$ cat src/rtl/sid_audio_pkg.sv
// sid_audio_pkg: shared constants, FSM state type and helpers for the
// SID audio output stage.
//   SAMPLE_W   - mixed sample width (offset binary)
//   SAMPLE_MID - offset-binary midpoint of the mixed sample
//   VOL_W      - master volume width
//   audio_state_t - IDLE -> MUL -> LOAD -> IDLE
//   mid_duty() - midpoint PWM duty for a given PWM resolution
package sid_audio_pkg;

    localparam int unsigned SAMPLE_W   = 15;
    localparam int unsigned SAMPLE_MID = 16384;
    localparam int unsigned VOL_W      = 4;

    typedef enum logic [1:0] {
        IDLE,
        MUL,
        LOAD
    } audio_state_t;

    function automatic int unsigned mid_duty(input int unsigned pwm_bits);
        return 32'd1 << (pwm_bits - 1);
    endfunction

endpackage

$ cat src/rtl/sid_audio_out_if.sv
// sid_audio_out_if: sample/volume input and PWM/status output bundle between
// the SID mixer (master) and the audio output stage (slave).
//   sample_in    - mixed sample, offset binary, midpoint 16384
//   sample_valid - high while sample_in holds a finished sample
//   vol          - master volume 0..15
//   mute         - forces midpoint duty
//   pwm_out      - 1-bit PWM audio pin
//   busy         - volume multiply in progress
//   dropped      - pulse: pending duty overwritten before use
interface sid_audio_out_if;
    import sid_audio_pkg::*;

    logic [SAMPLE_W-1:0] sample_in;
    logic                sample_valid;
    logic [VOL_W-1:0]    vol;
    logic                mute;
    logic                pwm_out;
    logic                busy;
    logic                dropped;

    modport master (
        output sample_in, sample_valid, vol, mute,
        input  pwm_out, busy, dropped
    );

    modport slave (
        input  sample_in, sample_valid, vol, mute,
        output pwm_out, busy, dropped
    );

endinterface

$ cat src/rtl/sid_pwm_core.sv
// sid_pwm_core: free-running PWM generator with a double-buffered duty.
//   clk, rst_n - clock, asynchronous active-low reset
//   i_load     - write i_duty into the pending duty register
//   i_duty     - new duty value
//   o_pwm      - registered PWM output, high while counter < active duty
//   o_dropped  - one-cycle pulse when a pending duty is overwritten unused
module sid_pwm_core #(
    parameter int unsigned PWM_BITS = 8
) (
    input  logic                clk,
    input  logic                rst_n,
    input  logic                i_load,
    input  logic [PWM_BITS-1:0] i_duty,
    output logic                o_pwm,
    output logic                o_dropped
);
    import sid_audio_pkg::*;

    localparam logic [PWM_BITS-1:0] DUTY_MID = PWM_BITS'(mid_duty(PWM_BITS));

    logic [PWM_BITS-1:0] r_cnt;
    logic [PWM_BITS-1:0] r_active;
    logic [PWM_BITS-1:0] r_pending;
    logic                r_pend_valid;
    logic                r_pwm;
    logic                r_dropped;
    logic                w_wrap;

    assign w_wrap    = (r_cnt == '1);
    assign o_pwm     = r_pwm;
    assign o_dropped = r_dropped;

    always_ff @(posedge clk or negedge rst_n) begin
        if (!rst_n) begin
            r_cnt        <= '0;
            r_active     <= DUTY_MID;
            r_pending    <= DUTY_MID;
            r_pend_valid <= 1'b0;
            r_pwm        <= 1'b0;
            r_dropped    <= 1'b0;
        end else begin
            r_cnt <= r_cnt + PWM_BITS'(1);
            r_pwm <= (r_cnt < r_active);

            // Wrap takes the pending value as it stood before this edge, so a
            // load landing on the wrap cycle stays pending for the next period.
            if (w_wrap && r_pend_valid) begin
                r_active <= r_pending;
            end

            if (i_load) begin
                r_pending    <= i_duty;
                r_pend_valid <= 1'b1;
            end else if (w_wrap) begin
                r_pend_valid <= 1'b0;
            end

            r_dropped <= i_load && r_pend_valid && !w_wrap;
        end
    end

endmodule

$ cat src/rtl/sid_audio_out.sv
// sid_audio_out: captures finished mixer samples, scales them by the 4-bit
// master volume with a sequential shift-add multiplier and feeds the duty
// to a double-buffered PWM core.
//   clk, rst_n - clock, asynchronous active-low reset
//   bus        - sid_audio_out_if slave: sample_in, sample_valid, vol, mute in;
//                pwm_out, busy, dropped out
// Optional build macro SID_NOISE_SHAPE_EN: first-order error-feedback noise
// shaping of the truncated duty (residual kept across samples).
module sid_audio_out #(
    parameter int unsigned PWM_BITS = 8,
    parameter int unsigned SAMPLE_W = 15
) (
    input logic           clk,
    input logic           rst_n,
    sid_audio_out_if.slave bus
);
    import sid_audio_pkg::*;

    localparam int unsigned S_W    = SAMPLE_W + 1;
    localparam int unsigned ACC_W  = S_W + VOL_W;
    localparam int unsigned SHIFT  = SAMPLE_W - PWM_BITS;
    localparam int unsigned STEP_W = $clog2(VOL_W);
    localparam logic [PWM_BITS-1:0] DUTY_MID = PWM_BITS'(mid_duty(PWM_BITS));

    audio_state_t r_state;
    audio_state_t w_next;

    logic                    r_valid_d;
    logic                    r_cap;
    logic signed [S_W-1:0]   r_s;
    logic [VOL_W-1:0]        r_vol;
    logic signed [ACC_W-1:0] r_acc;
    logic [STEP_W-1:0]       r_step;

    logic                    w_rise;
    logic                    w_cap;
    logic                    w_busy;
    logic                    w_load;
    logic [S_W-1:0]          w_s_new;
    logic signed [ACC_W-1:0] w_s_ext;
    logic signed [S_W-1:0]   w_v;
    logic [S_W-1:0]          w_u;
    logic [PWM_BITS-1:0]     w_duty;
    logic [PWM_BITS-1:0]     w_pend_duty;

    // Edge detect; a capture is only accepted in IDLE and not while the
    // previous capture is still being handed to the FSM.
    assign w_rise  = bus.sample_valid & ~r_valid_d;
    assign w_cap   = w_rise & (r_state == IDLE) & ~r_cap;
    assign w_s_new = {1'b0, bus.sample_in} - S_W'(SAMPLE_MID);

    always_ff @(posedge clk or negedge rst_n) begin
        if (!rst_n) begin
            r_valid_d <= 1'b0;
            r_cap     <= 1'b0;
            r_s       <= '0;
            r_vol     <= '0;
        end else begin
            r_valid_d <= bus.sample_valid;
            r_cap     <= w_cap;
            if (w_cap) begin
                r_s   <= $signed(w_s_new);
                r_vol <= bus.vol;
            end
        end
    end

    // FSM: state register
    always_ff @(posedge clk or negedge rst_n) begin
        if (!rst_n) begin
            r_state <= IDLE;
        end else begin
            r_state <= w_next;
        end
    end

    // FSM: next state
    always_comb begin
        w_next = r_state;
        case (r_state)
            IDLE:    if (r_cap) w_next = MUL;
            MUL:     if (r_step == STEP_W'(VOL_W - 1)) w_next = LOAD;
            LOAD:    w_next = IDLE;
            default: w_next = IDLE;
        endcase
    end

    // FSM: outputs
    always_comb begin
        w_busy = 1'b0;
        w_load = 1'b0;
        case (r_state)
            MUL:     w_busy = 1'b1;
            LOAD:    w_load = 1'b1;
            default: ;
        endcase
    end

    // Shift-add multiplier: step k adds s<<<k when vol bit k is set.
    assign w_s_ext = {{(ACC_W - S_W){r_s[S_W-1]}}, r_s};

    always_ff @(posedge clk or negedge rst_n) begin
        if (!rst_n) begin
            r_acc  <= '0;
            r_step <= '0;
        end else begin
            case (r_state)
                IDLE: begin
                    if (r_cap) begin
                        r_acc  <= '0;
                        r_step <= '0;
                    end
                end
                MUL: begin
                    if (r_vol[r_step]) begin
                        r_acc <= r_acc + (w_s_ext <<< r_step);
                    end
                    r_step <= r_step + STEP_W'(1);
                end
                default: ;
            endcase
        end
    end

    // v = p >>> 4 stays within -15360..15359, so u never leaves 15 bits.
    assign w_v = S_W'(r_acc >>> VOL_W);
    assign w_u = w_v + S_W'(SAMPLE_MID);

`ifdef SID_NOISE_SHAPE_EN
    logic [SHIFT-1:0] r_res;
    logic [S_W-1:0]   w_un;
    logic [S_W-1:0]   w_us;

    assign w_un   = w_u + S_W'(r_res);
    assign w_us   = (w_un > {1'b0, {SAMPLE_W{1'b1}}}) ? {1'b0, {SAMPLE_W{1'b1}}} : w_un;
    assign w_duty = PWM_BITS'(w_us >> SHIFT);

    // Residual carries the truncated LSBs into the next sample; a muted
    // load leaves it untouched.
    always_ff @(posedge clk or negedge rst_n) begin
        if (!rst_n) begin
            r_res <= '0;
        end else if (w_load && !bus.mute) begin
            r_res <= w_us[SHIFT-1:0];
        end
    end
`else
    assign w_duty = PWM_BITS'(w_u >> SHIFT);
`endif

    assign w_pend_duty = bus.mute ? DUTY_MID : w_duty;
    assign bus.busy    = w_busy;

    sid_pwm_core #(
        .PWM_BITS(PWM_BITS)
    ) u_pwm (
        .clk      (clk),
        .rst_n    (rst_n),
        .i_load   (w_load),
        .i_duty   (w_pend_duty),
        .o_pwm    (bus.pwm_out),
        .o_dropped(bus.dropped)
    );

endmodule

$ cat src/flat_wrapper.sv
// flat-port wrapper written by rule: the top's interface ports become plain ports
module sid_audio_out_flat import sid_audio_pkg::*;
#(
    parameter int unsigned PWM_BITS = 8,
    parameter int unsigned SAMPLE_W = 15
)
  (clk, rst_n, bus_sample_in, bus_sample_valid, bus_vol, bus_mute, bus_pwm_out, bus_busy, bus_dropped);
  sid_audio_out_if bus_i ();
  input logic clk;
  input logic rst_n;
  input wire logic [$bits(bus_i.sample_in)-1:0] bus_sample_in;
  input wire logic [$bits(bus_i.sample_valid)-1:0] bus_sample_valid;
  input wire logic [$bits(bus_i.vol)-1:0] bus_vol;
  input wire logic [$bits(bus_i.mute)-1:0] bus_mute;
  output wire logic [$bits(bus_i.pwm_out)-1:0] bus_pwm_out;
  output wire logic [$bits(bus_i.busy)-1:0] bus_busy;
  output wire logic [$bits(bus_i.dropped)-1:0] bus_dropped;
  assign bus_i.sample_in = bus_sample_in;
  assign bus_i.sample_valid = bus_sample_valid;
  assign bus_i.vol = bus_vol;
  assign bus_i.mute = bus_mute;
  assign bus_pwm_out = bus_i.pwm_out;
  assign bus_busy = bus_i.busy;
  assign bus_dropped = bus_i.dropped;
  sid_audio_out #(.PWM_BITS(PWM_BITS), .SAMPLE_W(SAMPLE_W)) u_core (.clk(clk), .rst_n(rst_n), .bus(bus_i));
endmodule
$ cat config.mk
export PLATFORM = sky130hd
export DESIGN_NAME = sid_audio_out_flat
export DESIGN_NICKNAME = d
export VERILOG_FILES = /design/src/rtl/sid_audio_pkg.sv /design/src/rtl/sid_audio_out_if.sv /design/src/rtl/sid_pwm_core.sv /design/src/rtl/sid_audio_out.sv /design/src/flat_wrapper.sv
export SDC_FILE = /design/constraint.sdc
export NUM_CORES = 1
export LEC_CHECK = 0
export BUFFER_PORTS_ARGS = -buffer_cell sky130_fd_sc_hd__buf_2
export CORE_ASPECT_RATIO = 1.4
export CORE_MARGIN = 2
export CORE_UTILIZATION = 55
export CTS_BUF_LIST = sky130_fd_sc_hd__clkbuf_4
export DETAILED_ROUTE_END_ITERATION = 16
export PLACE_DENSITY_LB_ADDON = 0.25
export RECOVER_POWER = 25
export SLEW_MARGIN = 10
export SYNTH_ARGS = -nofsm -noshare
export SYNTH_HDL_FRONTEND = slang
export SYNTH_SLANG_ARGS = --single-unit
$ cat constraint.sdc
create_clock -name clk -period 3.57 [get_ports clk]
set_input_delay 0.5355 -clock clk [delete_from_list [all_inputs] [get_ports clk]]
set_output_delay 0.5355 -clock clk [all_outputs]
set_load 0.005 [all_outputs]
### Word-level counts from Yosys, hierarchy flattened

Cells that the tools add are included.

* register bits after elaboration: 73
* input port bits: 23
* output and inout port bits: 3
* word-level logic and storage cells: 58

* add/subtract/negate cells: 5
* magnitude comparators: 2
* equal/unequal tests: 7
* shift operators: 1
* mux-type cells: 15
* bitwise logic cells: 5
* reduce and logical (&&, ||, !) cells: 10

Operators with widths (count)
* 20-bit two-way mux: 2
* 20-bit one-hot mux with 2 select lines: 1
* 20-bit adder: 1
* 16-bit by 2-bit <<< shifter with 20-bit output: 1
* 15-bit by 15-bit subtractor with 16-bit output, second input constant: 1
* 15-bit adder, second input constant: 1
* 8-bit by 1-bit adder with 8-bit output, second input constant: 1
* 8-bit equality test, second input constant: 1
* 8-bit less-than comparator: 1
* 8-bit two-way mux: 1
* 2-bit one-hot mux with 2 select lines: 2
* 2-bit two-way mux: 3
* 2-bit by 1-bit != test with 1-bit output, second input constant: 3
* 1-bit two-way mux: 5
* 2-bit equality test, second input constant: 2
* 2-bit AND reduction: 2
* 2-bit nonzero test: 2
* 1-bit bitwise AND: 3
* 1-bit logical AND: 3
* 2-bit by 3-bit less-than comparator with 1-bit output, second input constant: 1
* 3-bit AND reduction: 1
* 2-bit by 1-bit adder with 2-bit output, second input constant: 1
* 1-bit binary-select mux with 2-bit select: 1
* 2-bit by 1-bit equality test with 1-bit output, second input constant: 1
* other kinds (3): 4

### Longest topological paths before layout

* word-level depth: 4
* gate-level depth with buffers: 12
* depth with buffers taken out: 11

### By module

Synthesis repeated with hierarchy kept, for this count alone.

* cell total of the unflattened synthesis: 396
* area, all modules: 4304.1 um^2

By module, submodules not included
* sid_audio_out: instances 1, cells an instance 303, area an instance 3083.0 um^2, sequential area each 1101.1 um^2
* sid_pwm_core: instances 1, cells an instance 93, area an instance 1221.2 um^2, sequential area each 678.2 um^2

### Worst setup path before layout

Ideal clock, no wire load.

* path type: reg2reg
* from: register u_core.r_step[0]
* to: register u_core.r_acc[16]
* library setup time: 138 ps
* arrival: 2843 ps
* data required time: 3432 ps
* path slack: 589 ps
* cell stages (with the launch flop): 11
* path buffers: 1
* period minus slack after synthesis: 2981 ps
* cells stage by stage: dfrtp_1 buf_2 mux4_2 ha_1 and3_1 a221o_2 a21boi_4 o211a_4 nor3_2 o21ai_1 o311ai_2

* longest elaborated chain between the ends: 4
* elaborated cells on any way between the ends: 8
* those cells by class: add/sub (1); eq/ne (1); shift (1); mux (4); reduce/logical (1)

Ends and longest elaborated chain
* start, declared: line sid_audio_out.sv:33 `logic [STEP_W-1:0] r_step;`
* start signal, assigned: line sid_audio_out.sv:118 `r_step <= r_step + STEP_W'(1);`
* 16-bit by 2-bit <<< shifter with 20-bit output or 1-bit binary-select mux with 2-bit select (tied branches): line sid_audio_out.sv:116, sid_audio_out.sv:115
* 20-bit adder or 1-bit two-way mux (tied branches): line sid_audio_out.sv:116, sid_audio_out.sv:115
* 20-bit two-way mux or 2-bit by 1-bit != test with 1-bit output (tied branches)
* 20-bit one-hot mux with 2 select lines or 3-bit AND reduction (tied branches)
* end signal, assigned: line sid_audio_out.sv:116 `r_acc <= r_acc + (w_s_ext <<< r_step);`
* end, declared: line sid_audio_out.sv:32 `logic signed [ACC_W-1:0] r_acc;`

Several ways; a longest one is shown, not always the timed one. The select of a mux whose other input is x is not followed.
A chain may end at the register's enable or synchronous reset.

### Final worst setup path

* from: register u_core.r_step[0]
* to: register u_core.r_acc[10]

The elaborated chain is that of the path after synthesis.

==> flow_summary_export.csv <==
group,metric,value,unit
cts,clk_latency,0.46,ns
sta,maxSlewViolCount,0,
cts,cts_setup_buffers,0,
synthesis,ys_warn_count,0,
cts,ctsResizeCount,0,
cts,htree_levels,3,
power_and_ir_drop,clkPwrFrac,10.4,%
route,viasPerCell,5.88,
cts,root_buffer,"clkbuf_4",
synthesis,syn_avg_cell_area,10.8,sq um
worst_setup_path,critPathMaxFanout,13,
power_and_ir_drop,leakagePower,0.00201,uW
synthesis,synth_compound_area_share,13.7,%
sta,fin_skew,0.0207,ns
sta,finalSetupViolations,0,
synthesis,syn_area,0.00414,sq mm
global_routing,grt.overflow.total,0,
cts,cts_hold_buf,0,
sta,slew_headroom,17.5,%
power_and_ir_drop,intPower,2540,uW
sta,fin_crit,3.15,ns
floorplanning,core-area,0.00731,sq mm
synthesis,synthArstFlopShare,100,%
synthesis,synthXorXnorAreaFrac,4.45,%
finish,drive_above_1_share,22.9,%
cts,clkTransAtPathRegs,0.13,ns
synthesis,synth_nets,435,
worst_setup_path,path_class,"flop to flop",
placement,gp_congestion,0.951,
worst_setup_path,endpoint_kind,"flop",
job,maxCapViolCount,0,
cts,numCtsBuffers,9,
hold_path,hold_path.class,"primary input to flop",
synthesis,synth.distinct_cells,55,
global_routing,track_usage,22.0,%
finish,multi_input_comb_area,0.00223,sq mm
finish,n_antenna_cell,0,
floorplanning,die_h,107,um
sta,fin_crit_sh,88.3,%
route,wl_per_cell,16.4,um
floorplanning,ioPinCount,26,
worst_setup_path,start_kind,"flop",
power_and_ir_drop,seqPwrFrac,29.0,%
route,drtIter0Drc,171,
power_and_ir_drop,comb_power_share,60.6,%
sta,final_hold_viol_count,0,
cts,cts.path.max_buffers,2,
cts,cts_tree,"done",
sta,max_freq,317,MHz
cts,clock_sinks,71,
sta,tns,0,ns
synthesis,synth_top_family_by_area,"multiplexers",
power_and_ir_drop,switching_power,2180,uW
power_and_ir_drop,ir_worst_vdd,0.639,mV
outcome,outcome,"complete, no violations",
synthesis,synthCells,384,
placement,place_hpwl,6090,um
placement,io_buffers,25,
worst_setup_path,cp_slowest_cell,"dfrtp_1",
finish,nets,456,
synthesis,yosys.area_share.simple,12.4,%
global_routing,grt_pass1_wl,14000,um
power_and_ir_drop,p_per_area,1060,mW/mm^2
route,wl,8300,um
route,ant_nets,0,
global_routing,antenna_found_initial,0,
worst_setup_path,path_cells,"mux4_2, ha_1, a21o_1, a221o_2, a21boi_4, nor2_1, o41ai_1",
sta,worst_pin_slew,1.24,ns
global_routing,grt_max_degree,50,
synthesis,synth-adder-area-share,8.65,%
floorplanning,die_area,0.00824,sq mm
finish,nFillCells,634,
route,vias,2983,
sta,holdWs,0.188,ns
floorplanning,die_x,77.3,um
worst_setup_path,worst_ep_arrival_time,3.46,ns
synthesis,ys.flop_type,"dfrtp_1",
power_and_ir_drop,switching_share,46.2,%
floorplanning,rows,37,
sta,rsz0062_at_grt,"no",
finish,regArea,0.00178,sq mm
worst_setup_path,cpPeakStageDelay,0.64,ns
route,drc,0,
route,dr.pass1.iters,5,
synthesis,muxShareOfSynthArea,14.9,%
synthesis,synth-edff-count,0,
global_routing,grt_pass1_vias,2999,
synthesis,synth-seq-area-share,43.0,%
worst_setup_path,worstPathRequired,3.88,ns
floorplanning,start_util,56.5,%
synthesis,ys_ff_latch,71,
finish,area_delta_synth_final,7.56,%
## power by group through the flow
stage / clock network, uW / logic, uW / registers (uW)
after floorplan: 0 / 2380 / 1260
after global placement: 0 / 2760 / 1360
after detailed placement: 0 / 2820 / 1380
after CTS: 500 / 2840 / 1370
after global routing: 533 / 3150 / 1410
final: 491 / 2860 / 1370
## flip-flops by register name, indices dropped and copies added, names as in the netlist
signal / cells
u_core.u_pwm.r_active: 8
u_core.r_s: 15
u_core.u_pwm.r_cnt: 8
u_core.r_cap: 1
u_core.r_valid_d: 1
u_core.r_step: 2
u_core.r_vol: 4
u_core.u_pwm.r_pending: 8
u_core.u_pwm.r_pend_valid: 1
u_core.u_pwm.o_dropped: 1
u_core.r_state: 2
u_core.r_acc: 19
u_core.u_pwm.o_pwm: 1
## synthesized netlist by cell type (5+ instances only)
master	instances	area, sq um
dfrtp_1	69	1730
inv_1	10	37.5
buf_2	8	40.0
o21ai_0	19	95.1
mux2_2	27	304
a21o_1	6	45.0
a21oi_1	18	90.1
nand2b_1	9	56.3
ha_1	27	338
xor2_1	7	61.3
o21ai_1	12	60.1
nand2_1	43	161
xnor2_1	14	123
clkbuf_1	7	26.3
nand3_1	11	55.1
nand4_1	6	37.5
nor2_1	19	71.3
o31ai_1	5	37.5
mux4_2	12	270
## metal layers
layer	wire (um)	share of wire (%)	track usage, %
met3	315	3.8	3.62
met1	3280	39	24.8
met5	0	0	0
met4	250	3.0	11.6
met2	4450	54	39.5
## placed cells by master, fill, tap and decap left out, types with 3 or more instances in the layout
cell type / synthesis / layout
dfrtp_1: 69 / 69
nand2_1: 43 / 43
mux2_2: 27 / 27
ha_1: 27 / 27
buf_2: 8 / 24
nor2_1: 19 / 19
o21ai_0: 19 / 19
a21oi_1: 18 / 18
xnor2_1: 14 / 14
mux4_2: 12 / 12
o21ai_1: 12 / 12
nand3_1: 11 / 11
inv_1: 10 / 10
nand2b_1: 9 / 9
clkbuf_4: 0 / 9
xor2_1: 7 / 7
a21o_1: 6 / 6
nand4_1: 6 / 6
o31ai_1: 5 / 5
mux2i_1: 4 / 4
nor2b_1: 4 / 4
and2_1: 4 / 4
a211oi_1: 3 / 3
a22o_1: 3 / 3
inv_6: 0 / 3
## layout make-up
class / count / area share, %
Clock buffer: 9 / 1.52
Clock inverter: 7 / 1.38
Inverter: 11 / 0.928
Multi-Input combinational cell: 284 / 50.2
Sequential cell: 71 / 40.0
Tap cell: 97 / 2.73
Timing Repair Buffer: 28 / 3.23
## path summary, 6_finish.rpt
check	to	from	slack [ns]	cells past startpoint
worst max-delay path	u_core.r_acc[10]	u_core.r_step[0]	0.42	7
worst min-delay path	u_core.r_valid_d	bus_sample_valid	0.19	1
worst max register to register	u_core.r_acc[10]	u_core.r_step[0]	0.42	7
worst min register to register	u_core.u_pwm.r_cnt[0]	u_core.u_pwm.r_cnt[0]	0.48	1
max in group asynchronous	u_core.r_acc[10]	rst_n	1.50	2
min in group asynchronous	u_core.u_pwm.r_cnt[5]	rst_n	0.30	1
## logic make-up (layout without fill, tap and decap cells)
group	count (synthesis)	after routing
AO/OA/AOI/OAI	85	85
XOR/XNOR	21	21
adder cells (fa/ha/maj)	28	28
buffers and inverters	29	55
flip-flops	71	71
multiplexers	43	43
AND/OR/NAND/NOR	107	107
## through the flow
stage | cell area (sq um) | setup slack [ns] | std cells | total power, uW | util, %
final | 4450 | 0.418 | 507 | 4720 | 60.8
after global routing | 4450 | 0.0950 | 507 | 5100 | 60.8
after CTS | 4450 | 0.398 | 507 | 4710 | 60.9
after detailed placement | 4320 | 0.439 | 491 | 4210 | 59.1
after global placement | 4320 | 0.499 | 491 | 4120 | 59.1
after floorplan | 4140 | 0.589 | 384 | 3640 | -
## critical path: cells and delay by family (launching register included)
kind / cells / cell delay (ns)
muxes: 1 / 0.56
and+or+nand+nor: 1 / 0.08
adders and majority gates: 1 / 0.36
DFF: 1 / 0.64
AOI/OAI and AO/OA: 4 / 1.35
(Power assumes the default switching activity.)
